<file path="src/rtl/serial_frame_receiver.sv">
// Deserializes the readout stream: RTC field, then memory words from alternating banks.
// Flags malformed frames and reports each frame end with its word count.
module serial_frame_receiver #(
  parameter int RTC_WIDTH  = 31,
  parameter int WORD_WIDTH = 16,
  parameter int BANK_DEPTH = 200,
  parameter int ADDR_WIDTH = 8
) (
  input  logic                  clk,
  input  logic                  reset,
  input  logic                  rx_frame,
  input  logic                  rx_sel,
  input  logic                  rx_valid,
  input  logic                  rx_data,
  output logic [RTC_WIDTH-1:0]  rtc_out,
  output logic                  rtc_valid,
  output logic [WORD_WIDTH-1:0] word_out,
  output logic [ADDR_WIDTH-1:0] word_addr,
  output logic                  word_bank,
  output logic                  word_valid,
  output logic                  frame_done,
  output logic [15:0]           word_count,
  output logic                  frame_error
);

  localparam int MAXW = (RTC_WIDTH > WORD_WIDTH) ? RTC_WIDTH : WORD_WIDTH;
  localparam int SW   = MAXW - 1;
  localparam int CW   = $clog2(MAXW + 1);

  localparam logic [CW-1:0] RTC_LAST  = CW'(RTC_WIDTH - 1);
  localparam logic [CW-1:0] WORD_LAST = CW'(WORD_WIDTH - 1);
  localparam logic [ADDR_WIDTH-1:0] ADDR_LAST = ADDR_WIDTH'(BANK_DEPTH - 1);

  localparam logic [2:0] S_IDLE = 3'd0;
  localparam logic [2:0] S_RTC  = 3'd1;
  localparam logic [2:0] S_DATA = 3'd2;
  localparam logic [2:0] S_ERR  = 3'd3;
  localparam logic [2:0] S_DONE = 3'd4;

  logic [2:0]            state;
  logic                  frame_q;
  logic [CW-1:0]         bit_cnt;
  logic [SW-1:0]         sh;
  logic [ADDR_WIDTH-1:0] addr;
  logic                  bank;
  logic [15:0]           cnt;

  logic cap;
  logic start;
  logic ending;

  assign cap   = rx_frame & rx_valid;
  assign start = rx_frame & ~frame_q;
  // any active state closes the frame when rx_frame drops
  assign ending = ~rx_frame &
                  ((state == S_RTC) | (state == S_DATA) | (state == S_ERR));

  always_ff @(posedge clk or posedge reset) begin
    if (reset) begin
      state       <= S_IDLE;
      frame_q     <= 1'b0;
      bit_cnt     <= '0;
      sh          <= '0;
      addr        <= '0;
      bank        <= 1'b0;
      cnt         <= '0;
      rtc_out     <= '0;
      rtc_valid   <= 1'b0;
      word_out    <= '0;
      word_addr   <= '0;
      word_bank   <= 1'b0;
      word_valid  <= 1'b0;
      frame_done  <= 1'b0;
      word_count  <= '0;
      frame_error <= 1'b0;
    end else begin
      frame_q    <= rx_frame;
      rtc_valid  <= 1'b0;
      word_valid <= 1'b0;
      frame_done <= 1'b0;

      case (state)
        S_IDLE: begin
          if (start) begin
            frame_error <= 1'b0;
            addr        <= '0;
            cnt         <= '0;
            bit_cnt     <= '0;
            state       <= S_RTC;
            if (cap) begin
              if (rx_sel) begin
                frame_error <= 1'b1;
                state       <= S_ERR;
              end else begin
                sh      <= {sh[SW-2:0], rx_data};
                bit_cnt <= CW'(1);
              end
            end
          end
        end

        S_RTC: begin
          if (!rx_frame) begin
            frame_error <= 1'b1;
          end else if (cap) begin
            if (rx_sel) begin
              frame_error <= 1'b1;
              state       <= S_ERR;
            end else if (bit_cnt == RTC_LAST) begin
              rtc_out   <= {sh[RTC_WIDTH-2:0], rx_data};
              rtc_valid <= 1'b1;
              bit_cnt   <= '0;
              state     <= S_DATA;
            end else begin
              sh      <= {sh[SW-2:0], rx_data};
              bit_cnt <= bit_cnt + 1'b1;
            end
          end
        end

        S_DATA: begin
          if (!rx_frame) begin
            if (bit_cnt != '0) frame_error <= 1'b1;
          end else if (cap) begin
            if (!rx_sel) begin
              frame_error <= 1'b1;
              state       <= S_ERR;
            end else if (bit_cnt == WORD_LAST) begin
              word_out   <= {sh[WORD_WIDTH-2:0], rx_data};
              word_addr  <= addr;
              word_bank  <= bank;
              word_valid <= 1'b1;
              bit_cnt    <= '0;
              if (addr == ADDR_LAST) begin
                addr <= '0;
                bank <= ~bank;
              end else begin
                addr <= addr + 1'b1;
              end
              if (cnt != 16'hFFFF) cnt <= cnt + 16'd1;
            end else begin
              sh      <= {sh[SW-2:0], rx_data};
              bit_cnt <= bit_cnt + 1'b1;
            end
          end
        end

        S_ERR: begin
          state <= S_ERR;
        end

        S_DONE: begin
          state <= S_IDLE;
        end

        default: begin
          state <= S_IDLE;
        end
      endcase

      if (ending) begin
        frame_done <= 1'b1;
        word_count <= cnt;
        state      <= S_DONE;
        // transmitter moves on to the other bank after a partial bank
        if ((cnt != 16'd0) && (addr != '0)) bank <= ~bank;
      end
    end
  end

endmodule

</file>
<file path="config.mk">
export PLATFORM = sky130hd
export DESIGN_NAME = serial_frame_receiver
export DESIGN_NICKNAME = d
export VERILOG_FILES = /design/src/rtl/serial_frame_receiver.sv
export SDC_FILE = /design/constraint.sdc
export NUM_CORES = 1
export LEC_CHECK = 0
export BUFFER_PORTS_ARGS = -buffer_cell sky130_fd_sc_hd__buf_2
export CORE_MARGIN = 3
export CORE_UTILIZATION = 35
export CTS_CLUSTER_SIZE = 40
export DETAILED_ROUTE_END_ITERATION = 10
export HOLD_SLACK_MARGIN = 0.08
export MAX_ROUTING_LAYER = met4
export PLACE_DENSITY = 0.5
export SLEW_MARGIN = 20
export SYNTH_ARGS = -nofsm -noshare
export SYNTH_HDL_FRONTEND = slang
export SYNTH_SLANG_ARGS = --single-unit
export TNS_END_PERCENT = 20
</file>
<file path="constraint.sdc">
create_clock -name clk -period 4.9 [get_ports clk]
set_input_delay 0.245 -clock clk [delete_from_list [all_inputs] [get_ports clk]]
set_output_delay 0.245 -clock clk [all_outputs]
set_load 0.01 [all_outputs]
</file>
; After elaboration in Yosys (flattened, before gate mapping)
; Index checks and enable logic that the tools add are counted.
[totals]
word_cells = 155
reg_bits = 140
[op_classes]
n_addsub = 3
muxes = 80
reduce_logical = 15
bitwise_logic = 9
n_eq_ne = 32
[ops]
columns = op, n
row1 = 2-to-1 mux 30 bit, 11
row2 = 2-to-1 mux 16 bit, 6
row3 = case mux 30 bit (3 select lines), 1
row4 = 2-to-1 mux 8 bit, 6
row5 = 2-to-1 mux 5 bit, 9
row6 = case mux 16 bit (2 select lines), 1
row7 = 2-to-1 mux 1 bit, 31
row8 = "!= test 3 bit, second input constant", 10
row9 = 2-to-1 mux 3 bit, 9
row10 = "!= test 2 bit, second input constant", 11
row11 = AND reduction 7 bit, 3
row12 = "adder 16 x 1 -> 16 bit, second input constant", 1
row13 = "!= test 16 bit, second input constant", 1
row14 = case mux 8 bit (2 select lines), 1
row15 = nonzero test 16 bit, 1
row16 = case mux 5 bit (3 select lines), 1
row17 = case mux 3 bit (4 select lines), 1
row18 = AND reduction 12 bit, 1
row19 = AND reduction 5 bit, 2
row20 = "adder 8 x 1 -> 8 bit, second input constant", 1
row21 = "== test 8 bit, second input constant", 1
row22 = AND reduction 8 bit, 1
row23 = nonzero test 8 bit, 1
row24 = "== test 3 x 2 -> 1 bit, second input constant", 2
row25 = other kinds (18), 26

; Logic depth before layout (Yosys ltp)
[logic_depth]
depth_word = 9
mapped_depth = 9
depth_no_buf = 8

; Least setup slack after synthesis
; OpenSTA, ideal clock, no wires.
[synth_timing]
path_type = register -> register
startpoint = register bit_cnt[0]
endpoint = register cnt[11]
arrival_time_ns = 2.069
slack_ns = 2.754
setup_time_ns = 0.077
path_buffers = 0
synth_period_minus_slack_ns = 2.146
stages_incl_launch_ff = 9
path_cell_list = dfrtp_1 > ha_1 > and3_1 > ha_1 > nand4_1 > a21oi_4 > o21ai_2 > or4_1 > a21oi_1
[synth_between]
elab_chain_len = 3
[synth_lines]
columns = element, line_no
row1 = "start, declared", 42  ; logic [CW-1:0] bit_cnt;
row2 = "start signal, assigned", 116  ; bit_cnt <= bit_cnt + 1'b1;
row3 = "start signal, assigned", 143  ; bit_cnt <= bit_cnt + 1'b1;
row4 = == test 5 x 4 -> 1 bit, 128  ; end else if (bit_cnt == WORD_LAST) begin
row5 = != test 2 x 1 -> 1 bit (no line), -
row6 = AND reduction 7 bit (no line), -
row7 = "end signal, assigned", 140  ; if (cnt != 16'hFFFF) cnt <= cnt + 16'd1;
row8 = "end, declared", 46  ; logic [15:0] cnt;
; Every way passes these cells.
; A chain may end at the register's enable or synchronous reset.

; Final worst setup path
; Same ends and word-level chain as after synthesis.

==> impl_metrics.ini <==
[run_status]
status = complete, no violations

[job]
cap_violations = 0

[yosys]
synth_flop_cell = dfrtp_1
synth_warnings = 0
synth_top_area_cell = dfrtp_1
synth-edff-count = 0
ys_seq_area_share_pct = 55.81
syn_inst = 509
yosys-top-cells-area = dfrtp_1 56%, mux2_2 10%, mux2_4 7.2%
synth_top_cell_area_share_pct = 55.81
yosysUniqueCellTypes = 55
syn_area_sq_um = 6277
async_flop_share_pct = 100.0
ys_ff_latch = 140
synth_area_per_cell_sq_um = 12.33
synthTopCellsByCount = 140 x dfrtp_1, 62 x nand2_1, 58 x mux2_2
syn_nets = 524
synth.most_common_cell = dfrtp_1

[timing]
holdWs_ns = 0.06064
setup_tns_ns = 0
fin_crit_ns = 2.552
finalSetupViolCount = 0
hold_viol = 0
fmax_ghz = 0.3918
fin_crit_sh_pct = 52.09
timing.final.max_slew_violations = 0
timing.slew.headroom_pct = 36.79
rsz0062_at_grt = false
max_slew.worst_pin.slew_ns = 0.9481
setup_ws_ns = 2.348
finClkSkew_ns = 0.008899

[layout]
register_area_sq_um = 3503
fin_util_pct = 42.95
nets = 605
multi_input_area_sq_um = 2560
fillers = 1673
syn_to_final_growth_pct = 19.15
antenna_cells = 0
drive_gt1_share_pct = 36.48
final_cells = 828

[clock_network]
numClockSinks = 140
clockBufferDepth = 2
htree_num_levels = 4
cts_resized = 0
cts_setup_buffers = 0
path_clk_slew_ns = 0.06
cts_hold_buf = 1
numCtsBuffers = 17
clock_latency_ns = 0.42
cts-root-buf = clkbuf_16
cts_tree = yes

[global_routing]
grt_max_degree = 108
grt_overflow = 0
antenna_found_initial = 0
grt_pass1_vias = 4103
grt.total_usage_pct = 14.29
grt_pass1_wl_um = 21970

[power_and_ir_drop]
max-vdd-ir-drop_uv = 291.4
cellPowerDensity_nw_per_um2 = 495.9
leakage_nw = 3.793

[detailed_routing]
avgViaCountPerCell = 5.052
wl_um = 13150
vias = 4183
drt_iter0_markers = 263
drc = 0
drt.antenna.violating_nets = 0
dr.pass1.iters = 4
wl_per_cell_um = 15.88

[place]
dpl.hpwl_um = 8777
pre_cts_ws_ns = 2.408
port_buffers = 81
place.gp.congestion = 0.8123
placedCellCount = 795

[critical_path]
required_ns = 5.24
path_class = flip-flop to flip-flop
crit_path_end_kind = flip-flop
cp.arrival_ns = 2.90
reg2reg_depth = 8
reg2reg_slack_ns = 2.35
path_max_fanout = 10
start_kind = flip-flop

[floorplan]
rows = 48
io_pins = 82
die_x_um = 139.9
die_area_sq_um = 19580
dieHeight_um = 139.9
start_util_pct = 36.04
fp.coreArea_sq_um = 17420

[min_path]
hp-class = primary input to asynchronous set/reset pin
cell families (layout without fill, tap and decap cells):
group / after synthesis / in the layout / synth area share [%]
compound gates: 59 / 59 / 6.239
xor+xnor: 12 / 12 / 1.674
fa+ha+maj: 9 / 9 / 1.794
buf+inv: 40 / 134 / 3.408
flops: 140 / 140 / 55.81
mux: 89 / 89 / 17.74
simple gates: 160 / 160 / 13.33
area by class of cell:
type	count	area share (%)
well taps	225	3.764
multi-input cells	329	34.23
repair buffers	88	6.156
flip-flops and latches	140	46.84
clock inverters	14	2.375
clock buffers	18	5.872
inverters	14	0.7695
cell usage in the layout, fill, tap and decap left out, drive strengths merged, types with 2 or more instances in the layout:
| master | instances |
|---|---|
| dfrtp | 140 |
| mux2 | 88 |
| buf | 87 |
| nand2 | 62 |
| o21ai | 24 |
| inv | 20 |
| nor2 | 19 |
| clkbuf | 18 |
| nand3 | 16 |
| a21oi | 13 |
| nand4 | 10 |
| ha | 9 |
| xnor2 | 7 |
| nor4 | 7 |
| nor2b | 6 |
| nor3 | 6 |
| clkinv | 6 |
| xor2 | 5 |
| o31ai | 5 |
| nand2b | 5 |
| nand3b | 4 |
| and4 | 4 |
| a211oi | 4 |
| and3 | 4 |
| or3 | 3 |
| or3b | 3 |
| nor3b | 3 |
| or2 | 3 |
| o2111ai | 3 |
| o22ai | 2 |
| nor4b | 2 |
| bufinv | 2 |
metrics by stage:
stage,cell area [sq um],power (mW)
6_report,7480,3.709
5_1_grt,7480,3.928
4_1_cts,7480,3.764
3_5_place_dp,6853,2.415
3_3_place_gp,6853,2.395
2_1_floorplan,6277,2.223
state kept, by name, indices dropped and copies added (netlist names):
register	flops
bank	1
rtc_valid	1
state	3
frame_done	1
rtc_out	31
word_valid	1
word_bank	1
word_out	16
word_count	16
addr	8
bit_cnt	5
cnt	16
frame_error	1
sh	30
word_addr	8
frame_q	1
worst max-delay path: stages (launching register included):
cell	delay, ns
dfrtp_1	0.43
ha_1	0.21
and3_1	0.19
ha_1	0.20
nand4_1	0.24
a21oi_4	0.37
o21ai_2	0.19
or4_1	0.49
a21oi_1	0.16
worst paths after layout:
kind	startpoint	to
worst max register to register	bit_cnt[0]	cnt[11]
worst min-delay path	reset	rtc_out[9]
max in group asynchronous	reset	word_out[10]
worst max-delay path	bit_cnt[0]	cnt[11]
min in group clk	rx_data	sh[0]
worst min register to register	bank	bank
where the power goes:
group | leakage (nW) | switching [mW] | total, mW | internal [mW]
combinational | 1.58 | 0.453 | 0.878 | 0.426
sequential | 1.91 | 0.193 | 1.51 | 1.32
clock | 0.303 | 0.535 | 1.32 | 0.784
metal layers:
| metal | part of all wire, % | global-route usage, % | vias to the layer above |
|---|---|---|---|
| met5 | 0 | - | - |
| met4 | 0.86 | 4.233 | 0 |
| met3 | 4.3 | 4.097 | 10 |
| met1 | 47 | 18.78 | 2099 |
| li1 | - | - | 1961 |
| met2 | 47 | 21.73 | 113 |
(Power assumes the default switching activity.)
